===== config.mk =====
export PLATFORM = sky130hd
export DESIGN_NAME = wc_tile_loader
export DESIGN_NICKNAME = d
export VERILOG_FILES = /design/src/rtl/wc_pkg.sv /design/src/rtl/wc_out_reg.sv /design/src/rtl/wc_tile_loader.sv
export SDC_FILE = /design/constraint.sdc
export NUM_CORES = 1
export LEC_CHECK = 0
export BUFFER_PORTS_ARGS = -buffer_cell sky130_fd_sc_hd__buf_4
export CAP_MARGIN = 20
export CORE_UTILIZATION = 50
export CTS_BUF_LIST = sky130_fd_sc_hd__clkbuf_2
export CTS_CLUSTER_DIAMETER = 80
export DETAILED_ROUTE_END_ITERATION = 12
export PLACE_DENSITY = 0.82
export SYNTH_ARGS = -nofsm -noshare
export SYNTH_HDL_FRONTEND = slang
export SYNTH_SLANG_ARGS = --single-unit

===== constraint.sdc =====
create_clock -name clk -period 8.1 [get_ports clk]
set_clock_uncertainty 0.15 [all_clocks]
set_input_delay 1.62 -clock clk [delete_from_list [all_inputs] [get_ports clk]]
set_output_delay 1.62 -clock clk [all_outputs]
set_load 0.01 [all_outputs]

===== src/rtl/wc_pkg.sv =====
// Shared constants and tile type for the Winograd F(3,3) datapath and its neighbours.
package wc_pkg;
  localparam int WC_DW   = 10;
  localparam int WC_M    = 3;
  localparam int WC_R    = 3;
  localparam int WC_TILE = WC_M + WC_R - 1;

  typedef logic [WC_TILE-1:0][WC_DW-1:0] wc_tile_t;
endpackage


===== src/rtl/wc_out_reg.sv =====
// Single-entry valid/ready output register carrying a payload and a last flag.
module wc_out_reg
  import wc_pkg::*;
#(
  parameter int W = WC_TILE * WC_DW
) (
  input  logic         clk,
  input  logic         rst,
  input  logic         i_load,
  input  logic [W-1:0] i_data,
  input  logic         i_last,
  input  logic         i_ready,
  output logic         o_valid,
  output logic [W-1:0] o_data,
  output logic         o_last,
  output logic         o_free
);
  logic         r_valid;
  logic         r_last;
  logic [W-1:0] r_data;

  assign o_free  = !r_valid || i_ready;
  assign o_valid = r_valid;
  assign o_data  = r_data;
  assign o_last  = r_last;

  // Load wins over drain so a tile accepted in the same cycle is replaced seamlessly.
  always_ff @(posedge clk or posedge rst) begin
    if (rst) begin
      r_valid <= 1'b0;
      r_last  <= 1'b0;
      r_data  <= '0;
    end else if (i_load) begin
      r_valid <= 1'b1;
      r_last  <= i_last;
      r_data  <= i_data;
    end else if (i_ready) begin
      r_valid <= 1'b0;
    end else begin
      r_valid <= r_valid;
    end
  end
endmodule


===== src/rtl/wc_tile_loader.sv =====
// Turns a one-sample-per-beat row stream into overlapping, zero-padded input tiles
// for the Winograd F(3,3) core.
module wc_tile_loader
  import wc_pkg::*;
#(
  parameter int DW   = WC_DW,
  parameter int TILE = WC_TILE,
  parameter int STEP = WC_M
) (
  input  logic               clk,
  input  logic               rst,
  input  logic [DW-1:0]      s_data,
  input  logic               s_valid,
  input  logic               s_last,
  output logic               s_ready,
  output logic [TILE*DW-1:0] m_tile,
  output logic               m_valid,
  output logic               m_last,
  input  logic               m_ready
);
  localparam int CW   = $clog2(TILE + 1);
  localparam int KEEP = TILE - STEP;

  logic [TILE-1:0][DW-1:0] r_win;
  logic [CW-1:0]           r_cnt;
  logic [TILE-1:0][DW-1:0] w_win_nxt;
  logic [TILE-1:0][DW-1:0] w_win_keep;
  logic [TILE-1:0][DW-1:0] w_tile;
  logic [CW-1:0]           w_cnt_nxt;
  logic                    w_accept;
  logic                    w_full;
  logic                    w_emit;
  logic                    w_free;

  assign s_ready   = !rst && w_free;
  assign w_accept  = s_valid && s_ready;
  assign w_cnt_nxt = r_cnt + CW'(1);
  assign w_full    = (w_cnt_nxt == CW'(TILE));
  assign w_emit    = w_accept && (s_last || w_full);

  // Window with the incoming sample placed, padded tile view, and the overlap kept after a full tile.
  always_comb begin
    w_win_nxt  = r_win;
    w_tile     = '0;
    w_win_keep = '0;
    for (int k = 0; k < TILE; k++) begin
      if (k == int'(r_cnt)) begin
        w_win_nxt[k] = s_data;
      end else begin
        w_win_nxt[k] = r_win[k];
      end
      if (k < int'(w_cnt_nxt)) begin
        w_tile[k] = w_win_nxt[k];
      end else begin
        w_tile[k] = '0;
      end
    end
    for (int j = 0; j < KEEP; j++) begin
      w_win_keep[j] = w_win_nxt[STEP + j];
    end
  end

  // Window and fill count; a row end always flushes so nothing leaks into the next row.
  always_ff @(posedge clk or posedge rst) begin
    if (rst) begin
      r_win <= '0;
      r_cnt <= '0;
    end else if (w_accept) begin
      if (s_last) begin
        r_win <= '0;
        r_cnt <= '0;
      end else if (w_full) begin
        r_win <= w_win_keep;
        r_cnt <= CW'(KEEP);
      end else begin
        r_win <= w_win_nxt;
        r_cnt <= w_cnt_nxt;
      end
    end else begin
      r_win <= r_win;
      r_cnt <= r_cnt;
    end
  end

  wc_out_reg #(
    .W (TILE * DW)
  ) u_out_reg (
    .clk     (clk),
    .rst     (rst),
    .i_load  (w_emit),
    .i_data  (w_tile),
    .i_last  (s_last),
    .i_ready (m_ready),
    .o_valid (m_valid),
    .o_data  (m_tile),
    .o_last  (m_last),
    .o_free  (w_free)
  );
endmodule


==> results of run 1 <==
final cells by class:
type	count	share of cell area (%)
clock buffers	9	0.819
clock inverters	7	1.57
inverters	5	0.387
multi-input cells	312	36.3
flip-flops and latches	105	47.8
well taps	129	2.94
repair buffers	74	10.2
flip-flops by register name, indices dropped and copies added (netlist names):
register,count
r_win,50
u_out_reg.o_data,50
r_cnt,3
u_out_reg.o_last,1
u_out_reg.o_valid,1
metrics by stage:
step | utilization, % | hold slack [ps] | cell area, sq um
floorplan | - | 299 | 4790
global placement | 57.6 | 310 | 5350
detailed placement | 57.8 | 318 | 5370
CTS | 59.2 | 374 | 5500
global route | 59.2 | 392 | 5500
finish | 59.2 | 367 | 5500
power by group:
group	internal [W]	switching [W]	total, W
Combinational	0.000159	0.000218	0.000377
Clock	0.0000791	0.000187	0.000266
Sequential	0.000601	0.0000459	0.000647
final timing paths:
path	startpoint	to	slack [ps]
min in group asynchronous	rst	r_win[46]$_DFFE_PP0P_	910
max reg2reg	r_cnt[2]$_DFFE_PP0P_	r_win[30]$_DFFE_PP0P_	4260
min reg2reg	u_out_reg.o_data[25]$_DFFE_PP0P_	u_out_reg.o_data[25]$_DFFE_PP0P_	370
max	rst	s_ready	3850
max in group asynchronous	rst	r_win[39]$_DFFE_PP0P_	5720
min	u_out_reg.o_data[25]$_DFFE_PP0P_	u_out_reg.o_data[25]$_DFFE_PP0P_	370
cells in the mapped netlist (all sizes together), types with 2 or more instances:
library cell / count / share of area, %
o31ai: 50 / 7.8
ha: 5 / 1.3
dfrtp: 105 / 55
a32o: 20 / 4.2
and2: 2 / 0.26
nor2b: 6 / 0.84
o21ai: 35 / 3.7
inv: 5 / 0.39
buf: 23 / 2.2
nand2b: 2 / 0.26
clkbuf: 12 / 0.94
nand2: 126 / 9.9
mux2i: 60 / 13
worst max-delay path, delay by kind of cell:
kind          cells  cell delay (ps)
buf+inv           3              640
simple gates      1              210
per-layer routing:
| layer | vias up | part of all wire, % |
|---|---|---|
| met4 | 0 | 1.6 |
| met3 | 15 | 5.4 |
| li1 | 1737 | - |
| met1 | 1732 | 49 |
| met2 | 130 | 44 |
| met5 | - | 0 |
cells by family after synthesis:
logic type	synth area share, %
flops	54.8
fa+ha+maj	1.31
buf+inv	3.58
compound gates	16.3
simple gates	11.4
mux	12.5
==> metrics.txt, run 1 <==
routing usage on met1=36.3%; drt via density=5.64; R2R cell count=6; # Max-Cap Violations=0; Critical Path, Cell by Cell=buf_4 -> inv_4 -> and2_1 -> buf_4; detailed-router iteration count before antenna repair=5; final hold vios=0; setup violators final=0; syn nets=477; run status=finished clean; core area=9280 sq um; clk slew on worst S/H paths=270 ps; Sequential cell area=2630 sq um; n_diodes=0; DR vias=3614; sequential fraction of the synthesis area=54.8%; starting DRC count in detailed routing=335; final global-route overflow total=0; largest net degree at the start of global routing=63; DR WL/cell=17.1 microns; DP Cell Count=625; root buffer cell=clkbuf_2; area grow syn2layout=14.7%; GRT busiest layer=met1; final worst path period share=52.4%; PwrDens=235 nW/um^2; Async SR Flop Fraction=100%; Routed WL=11000 microns; Crit-path slowest cell=inv_4; CP Class=input port to primary output; dominant synthesized flop cell=dfrtp_1; Tightest Pin Transition=1150 ps; Post-CTS Hold Buffers=0; WP data arrival=2480 ps; met2 Use GR=34.0%; first-pass GRT wire length=17900 microns; clk buf depth=2; H-tree depth=3; Final Non-Filler Cells=641; overall power=0.00129 W; Die Y-Extent=99.9 microns; TritonCTS Buffers=9; buffers added on ports=67; Static Leakage=2.59 nW; Most common cell on crit path=buf_4; Hold WC Path Type=flop to flop; Peak Freq=235 MHz; DP HPWL=7460 microns; footprint of the multi-input gates=1990 sq um; pre-CTS setup slack=3820 ps; post-cts sizing count=0; worst skew pair latency=590 ps; Mapped Avg Cell Area=10.5 sq um; hold path cells=2; Crit Path Max Fanout=45; final setup margin=3850 ps; critical path startpoint category=input port; Yosys Warn Count=0; boundary pin count=68; row count=35; worst stage delay on the critical path=410 ps; RSZ-0062 raised after global routing=false; DRC viols=0; initial core utilization=51.6%; Setup crit end kind=primary output; Sum Neg Setup Slack=0 ps; layout cells sized above 1=18.0%; initial antenna violation count=0; most frequent cells in the layout=nand2_1, dfrtp_1, buf_4; synthesized cell area=4790 sq um; Distinct cells, synth=21; gp weighted congestion=0.831; Die Area=9980 sq um; worst vdd ir=0.0781 mV; Tmin final=4250 ps; Fillers=783; vias in the first global route=3388; Relative slew margins=23.1%; M3 GR Usage=2.37%; number of synthesized flops with an enable pin=0; Cells after Synth=457; fin. max-slew vios=0; #FFs+latches synth=105; ANT nets after route=0; Data required, critical path=6330 ps; CTS tree=done; clock sinks=105; setup bufs post-CTS=0; Die Wd=99.9 microns; GRT Total Usage=23.3%; most common cell after layout, fill and taps aside=nand2_1; Final nets=527
No activity file was read; power rests on OpenSTA's default activity.
==> inputs of run 2 (changes only) <==
- clock period: 8.1 -> 4.03 ns (I/O delays scaled with it)
==> run 2 against run 1 <==
  * Non-clock buffer count grew 5
  * Register-to-register slack lost 3300 ps
  * Routed wire length shrank 2.1%
  * Global-route usage shrank 0.12 points
  * Largest cell class unchanged
  * Highest routed layer unchanged
==> metrics.txt, run 2 (synthesis results as in run 1) <==
vias in the first global route=3466 (was 3388); Peak Freq=321 MHz; footprint of the multi-input gates=1990 sq um (unchanged); GRT Total Usage=23.1% (was 23.3%); starting DRC count in detailed routing=259 (was 335); WP data arrival=3390 ps (was 2480 ps); Int Power=0.00168 W (was 0.000838 W); # Max-Cap Violations=0 (unchanged); TritonCTS Buffers=9 (unchanged); final worst path period share=77.3%; Data required, critical path=4300 ps (was 6330 ps); gp weighted congestion=0.868 (was 0.831); Relative slew margins=31.9% (was 23.1%); Hold WC Path Type=input port to async pin (was flop to flop); Fillers=804 (was 783); buffers added on ports=67 (unchanged); fin. max-slew vios=0 (unchanged); Sequential cell area=2630 sq um (unchanged); detailed-router iteration count before antenna repair=5 (unchanged); Comb power frac=30.1% (was 29.2%); Worst Setup SP=r_cnt[2]$_DFFE_PP0P_ (was rst); n_diodes=0 (unchanged); initial core utilization=51.6% (unchanged); Post-CTS Hold Buffers=0 (unchanged); Die Wd=99.9 microns (unchanged); Sum Neg Setup Slack=0 ps (unchanged); post-cts sizing count=0 (unchanged); boundary pin count=68 (unchanged); PwrDens=462 nW/um^2 (was 235 nW/um^2); P_sw=0.000867 W (was 0.000451 W); setup violators final=0 (unchanged); clk buf depth=2 (unchanged); sequential power share=50.8% (was 50.1%); H-tree depth=3 (unchanged); core area=9280 sq um (unchanged); initial antenna violation count=0 (unchanged); sw frac=34.1% (was 35.0%); largest net degree at the start of global routing=80 (was 63); worst vdd ir=0.206 mV (was 0.0781 mV); reg-to-reg critical path startpoint=r_cnt[2]$_DFFE_PP0P_ (unchanged); Setup crit end kind=flop (was primary output); Clock power frac=19.0% (was 20.6%); CP Class=flop to flop (was input port to primary output); drt via density=5.56 (was 5.64); setup bufs post-CTS=0 (unchanged); DR WL/cell=16.6 microns (was 17.1 microns); first-pass GRT wire length=17800 microns (was 17900 microns); root buffer cell=clkbuf_2 (unchanged); critical path startpoint category=flop (was input port); Tightest Pin Transition=1020 ps (was 1150 ps); CTS tree=done (unchanged); layout cells sized above 1=18.6% (was 18.0%); final global-route overflow total=0 (unchanged); row count=35 (unchanged); most common cell after layout, fill and taps aside=nand2_1 (unchanged); Routed WL=10700 microns (was 11000 microns); clk slew on worst S/H paths=260 ps (was 270 ps); Static Leakage=2.60 nW (was 2.59 nW); DP HPWL=7320 microns (was 7460 microns); DR vias=3589 (was 3614); run status=finished clean (unchanged); r2r endpoint=u_out_reg.o_data[0]$_DFFE_PP0P_ (was r_win[30]$_DFFE_PP0P_); Die Area=9980 sq um (unchanged); DRC viols=0 (unchanged); CP endpoint=u_out_reg.o_data[0]$_DFFE_PP0P_ (was s_ready); clock sinks=105 (unchanged); area grow syn2layout=15.1% (was 14.7%); RSZ-0062 raised after global routing=false (unchanged); final hold vios=0 (unchanged); Fin Hold WS=274 ps (was 367 ps); R2R cell count=5 (was 6); Die Y-Extent=99.9 microns (unchanged); worst skew pair latency=560 ps (was 590 ps); ANT nets after route=0 (unchanged); Final nets=532 (was 527); Crit Path Max Fanout=16 (was 45); reg2reg setup slack=910 ps (was 4260 ps); most frequent cells in the layout=nand2_1, dfrtp_1, buf_4 (unchanged); Tmin final=3120 ps
## run 2: routing by layer
metal  global-route usage (%)  part of all wire, %  vias to the layer above
met5                        0                    0                        -
met3                     4.53                  5.1                       19
met2                     34.1                   44                      118
met1                     34.2                   49                     1729
met4                     8.37                  2.1                        0
li1                         -                    -                     1723
## run 2: final cells by class
class | instances | area share (%)
tap | 129 | 2.93
sequential | 105 | 47.7
clock inverter | 6 | 1.20
multi-input combinational | 312 | 36.1
inverter | 5 | 0.408
timing repair buffer | 79 | 10.8
clock buffer | 10 | 0.908
## run 2: power groups by stage
stage          Clock, W  Sequential, W  Combinational (W)
6_report       0.000485        0.00129           0.000767
5_1_grt        0.000539        0.00132           0.000852
4_1_cts        0.000501        0.00130           0.000771
3_5_place_dp          0        0.00132           0.000767
3_3_place_gp          0        0.00131           0.000741
2_1_floorplan         0        0.00134           0.000461
## run 2: critical path, cell delays in order, from the launching register on
cell,delay [ps]
dfrtp_1,840
inv_1,140
ha_1,630
nor2b_1,680
and2_1,440
o31ai_1,120
## run 2: metrics by stage
stage          setup WS (ps)  power, W  area (sq um)  utilization [%]  cells
2_1_floorplan            330   0.00180          4800                -    457
3_3_place_gp            1160   0.00205          5400             58.1    630
3_5_place_dp             946   0.00208          5400             58.1    630
4_1_cts                  889   0.00257          5510             59.4    646
5_1_grt                  645   0.00271          5510             59.4    646
6_report                 914   0.00255          5510             59.4    646
## run 2: how the worst min path moves through the flow
stage               cells past startpoint                          endpoint  slack (ps)                              from
detailed placement                      2  u_out_reg.o_data[22]$_DFFE_PP0P_         320  u_out_reg.o_data[22]$_DFFE_PP0P_
floorplan                               2             r_win[20]$_DFFE_PP0P_         300             r_win[20]$_DFFE_PP0P_
CTS                                     3  u_out_reg.o_data[22]$_DFFE_PP0P_         240                               rst
global route                            2              r_cnt[2]$_DFFE_PP0P_         250                            s_last
finish                                  3     u_out_reg.o_valid$_DFFE_PP0P_         270                               rst
global placement                        2             r_win[30]$_DFFE_PP0P_         310             r_win[30]$_DFFE_PP0P_
==> inputs of run 3 (changes only) <==
- ABC_AREA: not set -> 1
- PLACE_DENSITY: 0.82 -> 0.81
- clock period: 4.03 -> 3 ns (I/O delays scaled with it)
==> run 3 against run 2 <==
  * Critical endpoint is now r_win[18]$_DFFE_PP0P_
  * Die area increased by 16%
  * Register-to-register slack got worse by 700 ps
  * Sequential cell count unchanged
==> metrics.txt, run 3 <==
#FFs+latches synth=105 (unchanged); boundary pin count=68 (unchanged); M3 GR Usage=3.33% (was 4.53%); met2 Use GR=38.6% (was 34.1%); clk slew on worst S/H paths=280 ps (was 260 ps); PwrDens=599 nW/um^2 (was 462 nW/um^2); DR vias=5181 (was 3589); Static Leakage=3.42 nW (was 2.60 nW); GRT Total Usage=25.3% (was 23.1%); clock sinks=105 (unchanged); run status=finished clean (unchanged); Distinct cells, synth=22 (was 21); Tightest Pin Transition=753 ps (was 1020 ps); post-cts sizing count=0 (unchanged); n_diodes=0 (unchanged); ANT nets after route=0 (unchanged); DR WL/cell=14.5 microns (was 16.6 microns); area grow syn2layout=11.8% (was 15.1%); Area contributors post-synth=dfrtp_1, nand2_1, nand3_1 (was dfrtp_1, mux2i_1, nand2_1); initial antenna violation count=0 (unchanged); most frequent cells in the layout=nand2_1, nand3_1, dfrtp_1 (was nand2_1, dfrtp_1, buf_4); Tmin final=2790 ps (was 3120 ps); TritonCTS Buffers=9 (unchanged); Fillers=1033 (was 804); number of synthesized flops with an enable pin=0 (unchanged); most common cell after layout, fill and taps aside=nand2_1 (unchanged); final global-route overflow total=0 (unchanged); routing usage on met1=37.5% (was 34.2%); final worst path period share=92.9% (was 77.3%); worst vdd ir=0.278 mV (was 0.206 mV); CP Class=flop to flop (unchanged); Sequential cell area=2630 sq um (unchanged); Peak Freq=359 MHz (was 321 MHz); Setup crit end kind=flop (unchanged); RSZ-0062 raised after global routing=false (unchanged); Routed WL=13900 microns (was 10700 microns); R2R cell count=9 (was 5); DRC viols=0 (unchanged); CTS tree=done (unchanged); vias in the first global route=4673 (was 3466); final core occ=57.4% (was 59.4%); core area=10800 sq um (was 9280 sq um); Async SR Flop Fraction=100% (unchanged); Mapped Avg Cell Area=7.24 sq um (was 10.5 sq um); top-count cell post-synth=nand2_1 (unchanged); fin. max-slew vios=0 (unchanged); root buffer cell=clkbuf_2 (unchanged); Cells after Synth=769 (was 457); dominant synthesized flop cell=dfrtp_1 (unchanged); buffers added on ports=67 (unchanged); setup violators final=0 (unchanged); Hold WC Path Type=input port to async pin (unchanged); syn nets=789 (was 477); WP data arrival=3160 ps (was 3390 ps); reg2reg setup slack=210 ps (was 910 ps); H-tree depth=3 (unchanged); clk buf depth=2 (unchanged); synthesized cell area=5570 sq um (was 4790 sq um); GRT busiest layer=met2 (was met1); Final nets=832 (was 532); overall power=0.00373 W (was 0.00255 W); largest net degree at the start of global routing=54 (was 80); Die Y-Extent=108 microns (was 99.9 microns); Crit Path Max Fanout=21 (was 16); Data required, critical path=3370 ps (was 4300 ps); synth cell count leaders=nand2_1, nand3_1, dfrtp_1, a21oi_1, o21ai_0 (was nand2_1, dfrtp_1, mux2i_1, o31ai_1, o21ai_0); worst skew pair latency=590 ps (was 560 ps); row count=38 (was 35); Die Area=11600 sq um (was 9980 sq um); DP HPWL=9340 microns (was 7320 microns); Relative slew margins=49.6% (was 31.9%); final hold vios=0 (unchanged); Sum Neg Setup Slack=0 ps (unchanged); Yosys Warn Count=0 (unchanged); # Max-Cap Violations=0 (unchanged); gp weighted congestion=0.886 (was 0.868); Post-CTS Hold Buffers=0 (unchanged); r2r endpoint=r_win[18]$_DFFE_PP0P_ (was u_out_reg.o_data[0]$_DFFE_PP0P_); drt via density=5.41 (was 5.56); detailed-router iteration count before antenna repair=7 (was 5); initial core utilization=51.3% (was 51.6%); first-pass GRT wire length=22900 microns (was 17800 microns); critical path startpoint category=flop (unchanged); starting DRC count in detailed routing=607 (was 259); reg-to-reg critical path startpoint=r_cnt[2]$_DFFE_PP0P_ (unchanged); footprint of the multi-input gates=2570 sq um (was 1990 sq um); setup bufs post-CTS=0 (unchanged); layout cells sized above 1=14.6% (was 18.6%); Die Wd=108 microns (was 99.9 microns); top-area cell type share of the netlist area=47.2% (was 54.8%); sequential fraction of the synthesis area=47.2% (was 54.8%); cell taking the most area after synthesis=dfrtp_1 (unchanged)
-- run 3: where the power goes --
| part | internal [W] | switching (W) | total, W |
|---|---|---|---|
| logic | 0.000483 | 0.000810 | 0.00129 |
| registers | 0.00163 | 0.000131 | 0.00176 |
| clock network | 0.000191 | 0.000486 | 0.000677 |
-- run 3: cell type report --
type                    instances  area share (%)
clock buffers                   9           0.724
inverters                      31            1.91
well taps                     140            2.81
flip-flops and latches        105            42.2
multi-input cells             585            41.4
clock inverters                 7            1.13
repair buffers                 80            9.85
-- run 3: worst max-delay path: stages, from the launching register on --
cell and delay [ps]:
dfrtp_1 650, inv_2 70, ha_1 470, inv_2 190
nand2_2 90, buf_4 230, inv_1 520, nand3_1 150
nand3_1 130, nand2_1 60
-- run 3: routing by layer --
layer  vias up  routed length [microns]
li1       2566                        -
met1      2361                     6370
met2       239                     6270
met3        15                     1020
met4         0                      238
met5         -                        0
-- run 3: worst max path at each step --
stage | startpoint | end | depth (start not counted)
finish | r_cnt[2]$_DFFE_PP0P_ | r_win[18]$_DFFE_PP0P_ | 9
global route | r_cnt[2]$_DFFE_PP0P_ | r_win[16]$_DFFE_PP0P_ | 9
CTS | r_cnt[2]$_DFFE_PP0P_ | r_win[18]$_DFFE_PP0P_ | 9
detailed placement | r_cnt[2]$_DFFE_PP0P_ | r_win[16]$_DFFE_PP0P_ | 9
global placement | r_cnt[2]$_DFFE_PP0P_ | r_win[13]$_DFFE_PP0P_ | 9
floorplan | rst | r_win[21]$_DFFE_PP0P_ | 7
-- run 3: per-stage QoR --
stage / instances / hold slack [ps] / worst slack (ps) / area, sq um
final: 957 / 11.3 / 214 / 6220
after global routing: 957 / 30.0 / 25.9 / 6220
after CTS: 957 / 35.4 / 242 / 6220
after detailed placement: 941 / 315 / 294 / 6110
after global placement: 941 / 310 / 396 / 6110
after floorplan: 769 / 299 / 89.0 / 5570
-- run 3: logic make-up (layout without fill, tap and decap cells) --
group | after synthesis | count (layout) | share of synthesized area [%]
compound gates | 62 | 62 | 5.71
fa+ha+maj | 5 | 5 | 1.12
buf+inv | 79 | 127 | 6.52
flops | 105 | 105 | 47.2
simple gates | 518 | 518 | 39.4
